--- src/rtl/sram_pkg.sv ---
// -----------------------------------------------------------------------------
// sram_pkg
// Shared definitions for the SRAM burst client: the burst FSM state type,
// SRAM word geometry and the controller's core_mem wr encoding.
// -----------------------------------------------------------------------------
package sram_pkg;

    localparam int SRAM_ADDR_W = 20;
    localparam int SRAM_DATA_W = 16;

    // The controller uses wr=1 for a read and wr=0 for a write.
    localparam logic MEM_WR_READ  = 1'b1;
    localparam logic MEM_WR_WRITE = 1'b0;

    typedef enum logic [2:0] {
        IDLE,
        ISSUE,
        WAIT_HI,
        WAIT_LO,
        DRAIN,
        DONE
    } state_t;

    // Word address of beat 'offset' in a burst; wraps at the top of the
    // 20-bit address space.
    function automatic logic [SRAM_ADDR_W-1:0] word_addr(
        input logic [SRAM_ADDR_W-1:0] base,
        input logic [SRAM_ADDR_W-1:0] offset
    );
        return base + offset;
    endfunction

endpackage

--- src/rtl/sync_fifo.sv ---
// -----------------------------------------------------------------------------
// sync_fifo
// Single-clock FIFO used as the stream buffer of the burst client.
// Ports:
//   clk, rst_n       clock, asynchronous active-low reset
//   clear            synchronous flush (drops all contents)
//   push, din        write side
//   pop, dout        read side; dout is the current head
//   full, empty      status flags
//   count            occupancy in words (0..DEPTH)
// Push and pop in the same cycle are both honoured even when full or empty,
// leaving occupancy unchanged.
// -----------------------------------------------------------------------------
module sync_fifo #(
    parameter int WIDTH = 16,
    parameter int DEPTH = 4
) (
    input  logic                     clk,
    input  logic                     rst_n,
    input  logic                     clear,
    input  logic                     push,
    input  logic [WIDTH-1:0]         din,
    input  logic                     pop,
    output logic [WIDTH-1:0]         dout,
    output logic                     full,
    output logic                     empty,
    output logic [$clog2(DEPTH):0]   count
);

    localparam int AW = $clog2(DEPTH);

    logic [WIDTH-1:0] mem [DEPTH];
    logic [AW-1:0]    wr_ptr;
    logic [AW-1:0]    rd_ptr;
    logic [AW:0]      count_q;
    logic             do_push;
    logic             do_pop;

    always_comb begin
        full    = (count_q == (AW+1)'(DEPTH));
        empty   = (count_q == '0);
        count   = count_q;
        // When empty the incoming word is forwarded so a same-cycle
        // push/pop passes straight through.
        dout    = empty ? din : mem[rd_ptr];
        do_push = push & (~full | pop);
        do_pop  = pop & (~empty | push);
    end

    always_ff @(posedge clk or negedge rst_n) begin
        if (!rst_n) begin
            wr_ptr  <= '0;
            rd_ptr  <= '0;
            count_q <= '0;
        end else if (clear) begin
            wr_ptr  <= '0;
            rd_ptr  <= '0;
            count_q <= '0;
        end else begin
            if (do_push) wr_ptr <= wr_ptr + 1'b1;
            if (do_pop)  rd_ptr <= rd_ptr + 1'b1;
            if (do_push && !do_pop) begin
                count_q <= count_q + 1'b1;
            end else if (do_pop && !do_push) begin
                count_q <= count_q - 1'b1;
            end
        end
    end

    always_ff @(posedge clk) begin
        if (do_push && !clear) begin
            mem[wr_ptr] <= din;
        end
    end

endmodule

--- src/rtl/sram_burst_client.sv ---
// -----------------------------------------------------------------------------
// sram_burst_client
// Core-side initiator for the SRAM controller's core_mem handshake. Moves a
// burst of i_len 16-bit words between a valid/ready stream and consecutive
// SRAM word addresses, in either direction, buffered through sync_fifo.
// Ports:
//   i_clk, i_rst              clock, asynchronous active-low reset
//   i_start, i_dir            burst start pulse; 1 = SRAM->stream, 0 = stream->SRAM
//   i_base_addr, i_len        first word address, number of words
//   o_busy, o_done, o_error   burst in progress, end pulse, sticky timeout flag
//   o_mem_*/i_mem_*           controller handshake (request/wr/addr/w_value,
//                             r_value/wait)
//   o_rd_data/o_rd_valid/i_rd_ready   read stream (FIFO head)
//   i_wr_data/i_wr_valid/o_wr_ready   write stream
// -----------------------------------------------------------------------------
module sram_burst_client
    import sram_pkg::*;
#(
    parameter int FIFO_DEPTH = 4,
    parameter int TIMEOUT    = 32,
    parameter int LEN_W      = 10
) (
    input  logic                   i_clk,
    input  logic                   i_rst,
    input  logic                   i_start,
    input  logic                   i_dir,
    input  logic [SRAM_ADDR_W-1:0] i_base_addr,
    input  logic [LEN_W-1:0]       i_len,
    output logic                   o_busy,
    output logic                   o_done,
    output logic                   o_error,
    output logic                   o_mem_request,
    output logic                   o_mem_wr,
    output logic [SRAM_ADDR_W-1:0] o_mem_addr,
    output logic [SRAM_DATA_W-1:0] o_mem_w_value,
    input  logic [SRAM_DATA_W-1:0] i_mem_r_value,
    input  logic                   i_mem_wait,
    output logic [SRAM_DATA_W-1:0] o_rd_data,
    output logic                   o_rd_valid,
    input  logic                   i_rd_ready,
    input  logic [SRAM_DATA_W-1:0] i_wr_data,
    input  logic                   i_wr_valid,
    output logic                   o_wr_ready
);

    localparam int CNT_W   = $clog2(FIFO_DEPTH) + 1;
    localparam int TIMER_W = $clog2(TIMEOUT + 1);
    localparam logic [TIMER_W-1:0] TIMER_LAST = TIMER_W'(TIMEOUT - 1);

    state_t                 state;
    logic                   dir;          // latched i_dir: 1 = read burst
    logic [SRAM_ADDR_W-1:0] base;
    logic [LEN_W-1:0]       len;
    logic [LEN_W-1:0]       idx;          // SRAM transactions completed
    logic [LEN_W-1:0]       idx_next;
    logic [LEN_W-1:0]       accepted;     // write-stream beats taken
    logic [TIMER_W-1:0]     timer;

    logic                   fifo_push;
    logic                   fifo_pop;
    logic                   fifo_clear;
    logic [SRAM_DATA_W-1:0] fifo_din;
    logic [SRAM_DATA_W-1:0] fifo_dout;
    logic                   fifo_full;
    logic                   fifo_empty;
    logic [CNT_W-1:0]       fifo_count;

    logic                   mem_done;     // controller finished the transaction
    logic                   phase_timeout;
    logic                   can_issue;
    logic                   wr_ready;

    sync_fifo #(
        .WIDTH (SRAM_DATA_W),
        .DEPTH (FIFO_DEPTH)
    ) u_fifo (
        .clk   (i_clk),
        .rst_n (i_rst),
        .clear (fifo_clear),
        .push  (fifo_push),
        .din   (fifo_din),
        .pop   (fifo_pop),
        .dout  (fifo_dout),
        .full  (fifo_full),
        .empty (fifo_empty),
        .count (fifo_count)
    );

    always_comb begin
        idx_next      = idx + 1'b1;
        mem_done      = (state == WAIT_LO) && !i_mem_wait;
        phase_timeout = (((state == WAIT_HI) && !i_mem_wait) ||
                         ((state == WAIT_LO) &&  i_mem_wait)) &&
                        (timer == TIMER_LAST);
        // Read bursts need room for the returning word; write bursts need a
        // word to send.
        can_issue     = dir ? (fifo_count != CNT_W'(FIFO_DEPTH))
                            : (fifo_count != '0);
        // DONE is excluded so nothing lands in the FIFO after a timeout flush.
        wr_ready      = o_busy && !dir && (state != DONE) && !fifo_full &&
                        (accepted < len);
        o_wr_ready    = wr_ready;
        o_rd_valid    = o_busy && dir && !fifo_empty;
        o_rd_data     = o_rd_valid ? fifo_dout : '0;
        fifo_clear    = phase_timeout;
        if (dir) begin
            fifo_push = mem_done;
            fifo_din  = i_mem_r_value;
            fifo_pop  = o_rd_valid && i_rd_ready;
        end else begin
            fifo_push = i_wr_valid && wr_ready;
            fifo_din  = i_wr_data;
            fifo_pop  = mem_done;
        end
    end

    always_ff @(posedge i_clk or negedge i_rst) begin
        if (!i_rst) begin
            state         <= IDLE;
            dir           <= 1'b0;
            base          <= '0;
            len           <= '0;
            idx           <= '0;
            accepted      <= '0;
            timer         <= '0;
            o_busy        <= 1'b0;
            o_done        <= 1'b0;
            o_error       <= 1'b0;
            o_mem_request <= 1'b0;
            o_mem_wr      <= 1'b0;
            o_mem_addr    <= '0;
            o_mem_w_value <= '0;
        end else begin
            o_mem_request <= 1'b0;
            o_done        <= 1'b0;

            if (fifo_push && !dir) begin
                accepted <= accepted + 1'b1;
            end

            case (state)
                IDLE: begin
                    if (i_start) begin
                        base     <= i_base_addr;
                        len      <= i_len;
                        dir      <= i_dir;
                        idx      <= '0;
                        accepted <= '0;
                        o_error  <= 1'b0;
                        o_busy   <= 1'b1;
                        if (i_len == '0) begin
                            o_done <= 1'b1;
                            state  <= DONE;
                        end else begin
                            state  <= ISSUE;
                        end
                    end
                end

                // Holds until the FIFO allows the next beat, then fires one
                // request; it is visible during the first WAIT_HI cycle.
                ISSUE: begin
                    if (can_issue) begin
                        o_mem_request <= 1'b1;
                        o_mem_wr      <= dir ? MEM_WR_READ : MEM_WR_WRITE;
                        o_mem_addr    <= word_addr(base, SRAM_ADDR_W'(idx));
                        if (!dir) begin
                            o_mem_w_value <= fifo_dout;
                        end
                        timer <= '0;
                        state <= WAIT_HI;
                    end
                end

                WAIT_HI: begin
                    if (i_mem_wait) begin
                        timer <= '0;
                        state <= WAIT_LO;
                    end else if (phase_timeout) begin
                        o_error <= 1'b1;
                        o_done  <= 1'b1;
                        state   <= DONE;
                    end else begin
                        timer <= timer + 1'b1;
                    end
                end

                WAIT_LO: begin
                    if (!i_mem_wait) begin
                        idx <= idx_next;
                        if (idx_next == len) begin
                            if (dir) begin
                                state <= DRAIN;
                            end else begin
                                o_done <= 1'b1;
                                state  <= DONE;
                            end
                        end else begin
                            state <= ISSUE;
                        end
                    end else if (phase_timeout) begin
                        o_error <= 1'b1;
                        o_done  <= 1'b1;
                        state   <= DONE;
                    end else begin
                        timer <= timer + 1'b1;
                    end
                end

                DRAIN: begin
                    if (fifo_empty) begin
                        o_done <= 1'b1;
                        state  <= DONE;
                    end
                end

                DONE: begin
                    o_busy <= 1'b0;
                    state  <= IDLE;
                end

                default: state <= IDLE;
            endcase
        end
    end

endmodule

--- config.mk ---
export PLATFORM = sky130hd
export DESIGN_NAME = sram_burst_client
export DESIGN_NICKNAME = d
export VERILOG_FILES = /design/src/rtl/sram_pkg.sv /design/src/rtl/sync_fifo.sv /design/src/rtl/sram_burst_client.sv
export SDC_FILE = /design/constraint.sdc
export NUM_CORES = 1
export LEC_CHECK = 0
export ABC_AREA = 1
export ABC_CLOCK_PERIOD_IN_PS = 4000
export CORE_UTILIZATION = 60
export DETAILED_ROUTE_END_ITERATION = 7
export DONT_BUFFER_PORTS = 1
export PLACE_DENSITY = 0.79
export SKIP_CTS_REPAIR_TIMING = 1
export SYNTH_ARGS = -nofsm -noshare
export SYNTH_HDL_FRONTEND = slang
export SYNTH_SLANG_ARGS = --single-unit
--- constraint.sdc ---
create_clock -name i_clk -period 4 [get_ports i_clk]
set_input_delay 0.4 -clock i_clk [delete_from_list [all_inputs] [get_ports i_clk]]
set_output_delay 0.4 -clock i_clk [all_outputs]
set_load 0.005 [all_outputs]
* Word level (Yosys, flattened, before mapping) *
Memory sizes are Yosys's and may differ from the RTL's.
Index checks and enable logic that the tools add are counted.

storage, ports and cells
  flip-flop bits (word level) = 108
  memory bits (writable) = 64
  input bits = 69
  output and inout port bits = 59
  logic and storage cells = 148
  memories kept = 1

cells by class
  add/subtract/negate cells = 8
  magnitude comparators = 1
  equal/unequal tests = 16
  mux-type cells = 55
  bitwise gates (word level) = 7
  reductions and logical operators = 43

memories
  name        depth  width  rd ports  clocked after memory_dff  wr ports  RTL line         text
  u_fifo.mem  4      16     1         0                         1         sync_fifo.sv:32  logic [WIDTH-1:0] mem [DEPTH];

operators by type and width
  cell                   count
  $mux 10                5
  $mux 16                3
  $mux 3                 11
  $mux 6                 4
  $mux 1                 22
  $add 10x1->10 const B  2
  $add 20x10->20         1
  $pmux 10 s2            1
  $pmux 6 s3             1
  $logic_and 1x1->1      16
  $pmux 3 s5             1
  $ne 2x2->1 const B     6
  $reduce_and 3->1       4
  $reduce_bool 3->1      4
  $eq 10x10->1           1
  $logic_not 10->1       1
  $lt 10x10->1           1
  $eq 3x3->1 const B     3
  $mux 2                 4
  $reduce_bool 2->1      4
  $logic_not 1->1        7
  $add 6x1->6 const B    1
  $eq 3x2->1 const B     2
  $eq 6x5->1 const B     1
  other kinds (15)       24

* Logic depth before layout (Yosys ltp) *
  depth in word-level cells = 13
  gate-level depth with buffers = 18
  gate-level depth less buffers = 18

* Hierarchy *
A second synthesis with hierarchy kept.

second synthesis, totals
  cells, all modules = 1063
  area total of the unflattened synthesis = 9009.9 µm²

modules (own cells, without submodules)
  module             times used  cells an instance  area an instance (µm²)  sequential area each (µm²)
  sram_burst_client  1           786                5873.1                  2527.4
  sync_fifo          1           277                3136.8                  2097.0

* Worst setup path before layout *
OpenSTA, ideal clock, no wires.

  path type = register to register
  start point = register len[9]
  end point = memory u_fifo.mem[0][0], enable pin
  setup time = 389 ps
  arrival = 2224 ps
  data required time = 3611 ps
  slack = 1387 ps
  stages on the path, launching flop included = 14
  path buffers = 0
  clock period less this slack = 2613 ps
  cell sequence = dfrtp_1 > inv_1 > ha_1 > nand2_1 > inv_1 > nand2_1 > nand3_1 > nor2_1 > nand4_2 > nand2_1 > nand2_2 > nor2_2 > inv_2 > nor2_1

on the way
  cells in the longest elaborated chain, start to end = 8

RTL lines
  item                          RTL line                  text
  start: declaration            sram_burst_client.sv:53   logic [LEN_W-1:0] len;
  start signal: assignment      sram_burst_client.sv:145  len <= i_len;
  $lt 10x10->1                  sram_burst_client.sv:101  (accepted < len);
  $logic_and 1x1->1             sram_burst_client.sv:100  wr_ready = o_busy && !dir && (state != DONE) && !fifo_full &&
  $logic_and 1x1->1             sram_burst_client.sv:111  fifo_push = i_wr_valid && wr_ready;
  $mux 1                        sram_burst_client.sv:106  if (dir) begin
  $and 1x1->1                   sync_fifo.sv:46           do_push = push & (~full | pop);
  $logic_and 1x1->1             sync_fifo.sv:71           if (do_push && !clear) begin
  $mux 1                        sync_fifo.sv:71
  $mux 1 (implied by the code)  sync_fifo.sv:72           mem[wr_ptr] <= din;
  end: declaration              sync_fifo.sv:32

Every way passes these cells.

* Worst setup path in the final report *
  start point = register dir
  end point = register u_fifo.count_q[2], in the netlist u_fifo.count[2]

on the way
  cells in the longest elaborated chain, start to end = 13
  elaborated cells on any way between the ends = 22
  classes of those cells = mux (4); bitwise (4); reduce/logical (14)

RTL lines
  item                            RTL line                  text
  start: declaration              sram_burst_client.sv:51   logic dir;
  start signal: assignment        sram_burst_client.sv:146  dir <= i_dir;
  $logic_not 1->1                 -
  $logic_and 1x1->1 (4 in a row)  sram_burst_client.sv:100
  $logic_and 1x1->1               sram_burst_client.sv:111
  $mux 1                          sram_burst_client.sv:106
  $or 1x1->1                      sync_fifo.sv:47           do_pop = pop & (~empty | push);
  $and 1x1->1                     sync_fifo.sv:47
  $logic_not 1->1                 sync_fifo.sv:62           if (do_push && !do_pop) begin
  $logic_and 1x1->1               sync_fifo.sv:62
  $mux 3                          sync_fifo.sv:62
  $mux 3                          sync_fifo.sv:55           end else if (clear) begin
  end signal: assignment          sync_fifo.sv:63           count_q <= count_q + 1'b1;
  end signal: assignment          sync_fifo.sv:65           count_q <= count_q - 1'b1;
  end: declaration                sync_fifo.sv:35           logic [AW:0] count_q;

Parallel ways exist; a longest one is shown, timed or not.
A chain may end at the register's enable or synchronous reset.

==> qor.csv <==
stage,metric,value,unit
timing,Worst-Margin Slew,0.9326,ns
clocking,TritonCTS Buffers,17,
placement,pre-CTS WS,0.8815,ns
clocking,H-tree Lvls,4,
synthesis,post-synth cell types,50,
timing,Final setup viols,0,
synthesis,Synth Cell Area,8791,um2
placement,number of buffers added on ports,0,
synthesis,Post-Syn Nets,1120,
placement,detailed placement HPWL,13280,um
placement,post-place instance area,8907,um2
timing,crit path time final,3.183,ns
finish,Area growth syn-to-layout,8.312,%
clocking,worst skew pair latency,0.43,ns
synthesis,top-count cell post-synth,nand2_1,
power,pwr dens,807.9,nW/um2
power,overall power,7.692,mW
detailed_routing,# DRC,0,
synthesis,Avg Inst Size Synth,8.593,um2
global_route,largest net degree at the start of global routing,109,
timing,RSZ-0062 raised after global routing,no,
synthesis,sequential area share after synthesis,0.5260,
synthesis,Ys Warns,0,
detailed_routing,Vias/cell,5.544,
die,total I/O pin count,128,
worst_setup_path,crit path max fanout,22,
die,Die H,123.0,um
detailed_routing,DR vias,6714,
power,Leak Pwr,4.423,nW
clocking,"Clk pin slew, worst setup/hold paths",0.06,ns
run_status,status,"complete, no violations",
timing,final setup TNS,0,ns
synthesis,top_reg_cell synth,dfrtp_1,
timing,final worst slack,0.8165,ns
worst_setup_path,CP endpoint kind,flop,
synthesis,Seq cells post-synth,172,
worst_setup_path,Critical Path Start Type,flop,
synthesis,Gate Count Post-Synth,1023,
detailed_routing,Routed Antenna Nets,0,
finish,Layout fillers,1132,
clocking,CTS sink count,172,
placement,Final GP Congestion,0.9302,
finish,area of the multi-input gates,3656,um2
timing,Setup Skew,0.01102,ns
clocking,CTS root buf,clkbuf_16,
finish,nets,1115,
worst_setup_path,r2r worst-path depth,14,
synthesis,top-area cell type share of the netlist area,0.3074,
global_route,first-pass GRT wire length,30630,um
detailed_routing,Pre-antenna DRT Iters,5,
finish,Ant. Diodes,0,
synthesis,number of synthesized flops with an enable pin,64,
power,Peak VDD IR,0.4063,mV
detailed_routing,drt total wl,19060,um
global_route,initial antenna violation count,0,
worst_setup_path,kind of critical path,flop to flop,
worst_hold_path,Hold Path Class,primary input to flop,
clocking,CTS tree,built,
finish,Final Util,0.6755,
timing,Slew Limit Fails,0,
clocking,clk buf depth,2,
die,core box area,14100,um2
die,Die Width,123.0,um
timing,Max Fclk,314.1,MHz
finish,cell area after layout,9522,um2
finish,FF/Latch Area,4624,um2
global_route,GRT Total Usage,0.2672,
synthesis,"top cells by area, synth","dfrtp_1 31%, edfxtp_1 22%, nand2_1 12%",
worst_hold_path,hold path cells,1,
synthesis,most frequent cells after synthesis,"287 x nand2_1, 125 x nor2_1, 108 x dfrtp_1",
synthesis,"FFs w/ async S/R, synth",0.6279,
detailed_routing,routed len/inst,15.74,um
die,Starting Density,0.6236,
detailed_routing,initial DRC count,562,
die,FP Rows,43,
worst_setup_path,data required time of the worst path,4.32,ns
worst_setup_path,CP arrival,3.50,ns
flow_run,MaxCap Viol Count,0,
finish,layout cells sized above 1,0.07565,
die,die area,15140,um2
synthesis,cell taking the most area after synthesis,dfrtp_1,
timing,Final Hold Viols,0,
timing,Tcrit/Tclk final,0.7959,
global_route,GRT Residual Overflow,0,
timing,max_slew headroom,0.3776,
global_route,vias in the first global route,6350,
## cell families after synthesis
group                    after synthesis  synth area share
AND/OR/NAND/NOR                      518            0.2505
adder cells (fa/ha/maj)               28           0.04156
XOR/XNOR                              22           0.02192
buffers and inverters                124           0.05807
AO/OA/AOI/OAI                        156           0.09849
multiplexers                           3          0.003416
flip-flops                           172            0.5260
## registers in the layout (all words and copies together) (netlist names), 6 cells and up
register	count
timer	6
o_mem_addr	20
u_fifo.mem	64
len	10
o_mem_w_value	16
idx	10
base	20
accepted	10
## area by class of cell
type	instances	share of cell area
Clock inverter	10	0.008016
Clock buffer	22	0.05256
Inverter	91	0.03666
Sequential cell	172	0.4857
Timing Repair Buffer	9	0.009461
Multi-Input combinational cell	727	0.3840
Tap cell	180	0.02365
## metrics by stage
step | hold WS [ns] | cells
after global routing | 0.04971 | 1211
after floorplan | 0.1044 | 1023
final | 0.06034 | 1211
after CTS | -0.3490 | 1209
after global placement | 0.1094 | 1177
after detailed placement | 0.1087 | 1177
## routing by layer
layer,wire [um],share of wire,global-route usage,vias up
met3,1745,0.092,0.07288,32
li1,-,-,-,3350
met1,8245,0.43,0.3562,3076
met5,0,0,0,-
met4,437,0.023,0.1107,0
met2,8628,0.45,0.4136,256
## layout by cell type, fill, tap and decap left out, drive strengths merged, types with 2 or more instances in the layout
cell type and instances:
edfxtp 64, o22ai 6, a211oi 2, nor2 135, nand2 299, clkbuf 22, and3 3, nor4 2
a21oi 53, nand3 53, nand4 10, buf 8, inv 91, mux2i 3, fa 2, nor3 13
o211ai 2, clkinv 10, nand3b 2, o21ai 84, o21bai 3, xor2 14, ha 26, xnor2 8
dfrtp 108
## final timing paths
kind	start	end	slack, ns
min in group asynchronous	i_rst	len[2]	0.56
hold / removal	i_start	accepted[8]	0.06
setup / recovery	dir	u_fifo.count[2]	0.82
hold reg to reg	base[5]	base[5]	0.49
max in group asynchronous	i_rst	o_mem_w_value[5]	3.04
setup reg to reg	dir	u_fifo.count[2]	0.82
## worst max-delay path, cell delays in order (launching register included)
cell	delay (ns)
dfrtp_1	0.88
clkinv_4	0.36
nand3_1	0.19
nor2_1	0.07
nand4_2	0.29
nand2_1	0.15
o211ai_1	0.18
inv_1	0.09
fa_1	0.38
xnor2_1	0.20
inv_1	0.06
nand2_1	0.06
nand2_1	0.05
nand2_1	0.06
nand2_1	0.05
## report_power, final
part / internal (mW) / total (mW) / switching (mW)
Combinational: 1.01 / 3.08 / 2.08
Clock: 0.899 / 1.59 / 0.688
Sequential: 2.53 / 3.02 / 0.496
Total: 4.43 / 7.69 / 3.26
No activity file was read; power rests on OpenSTA's default activity.
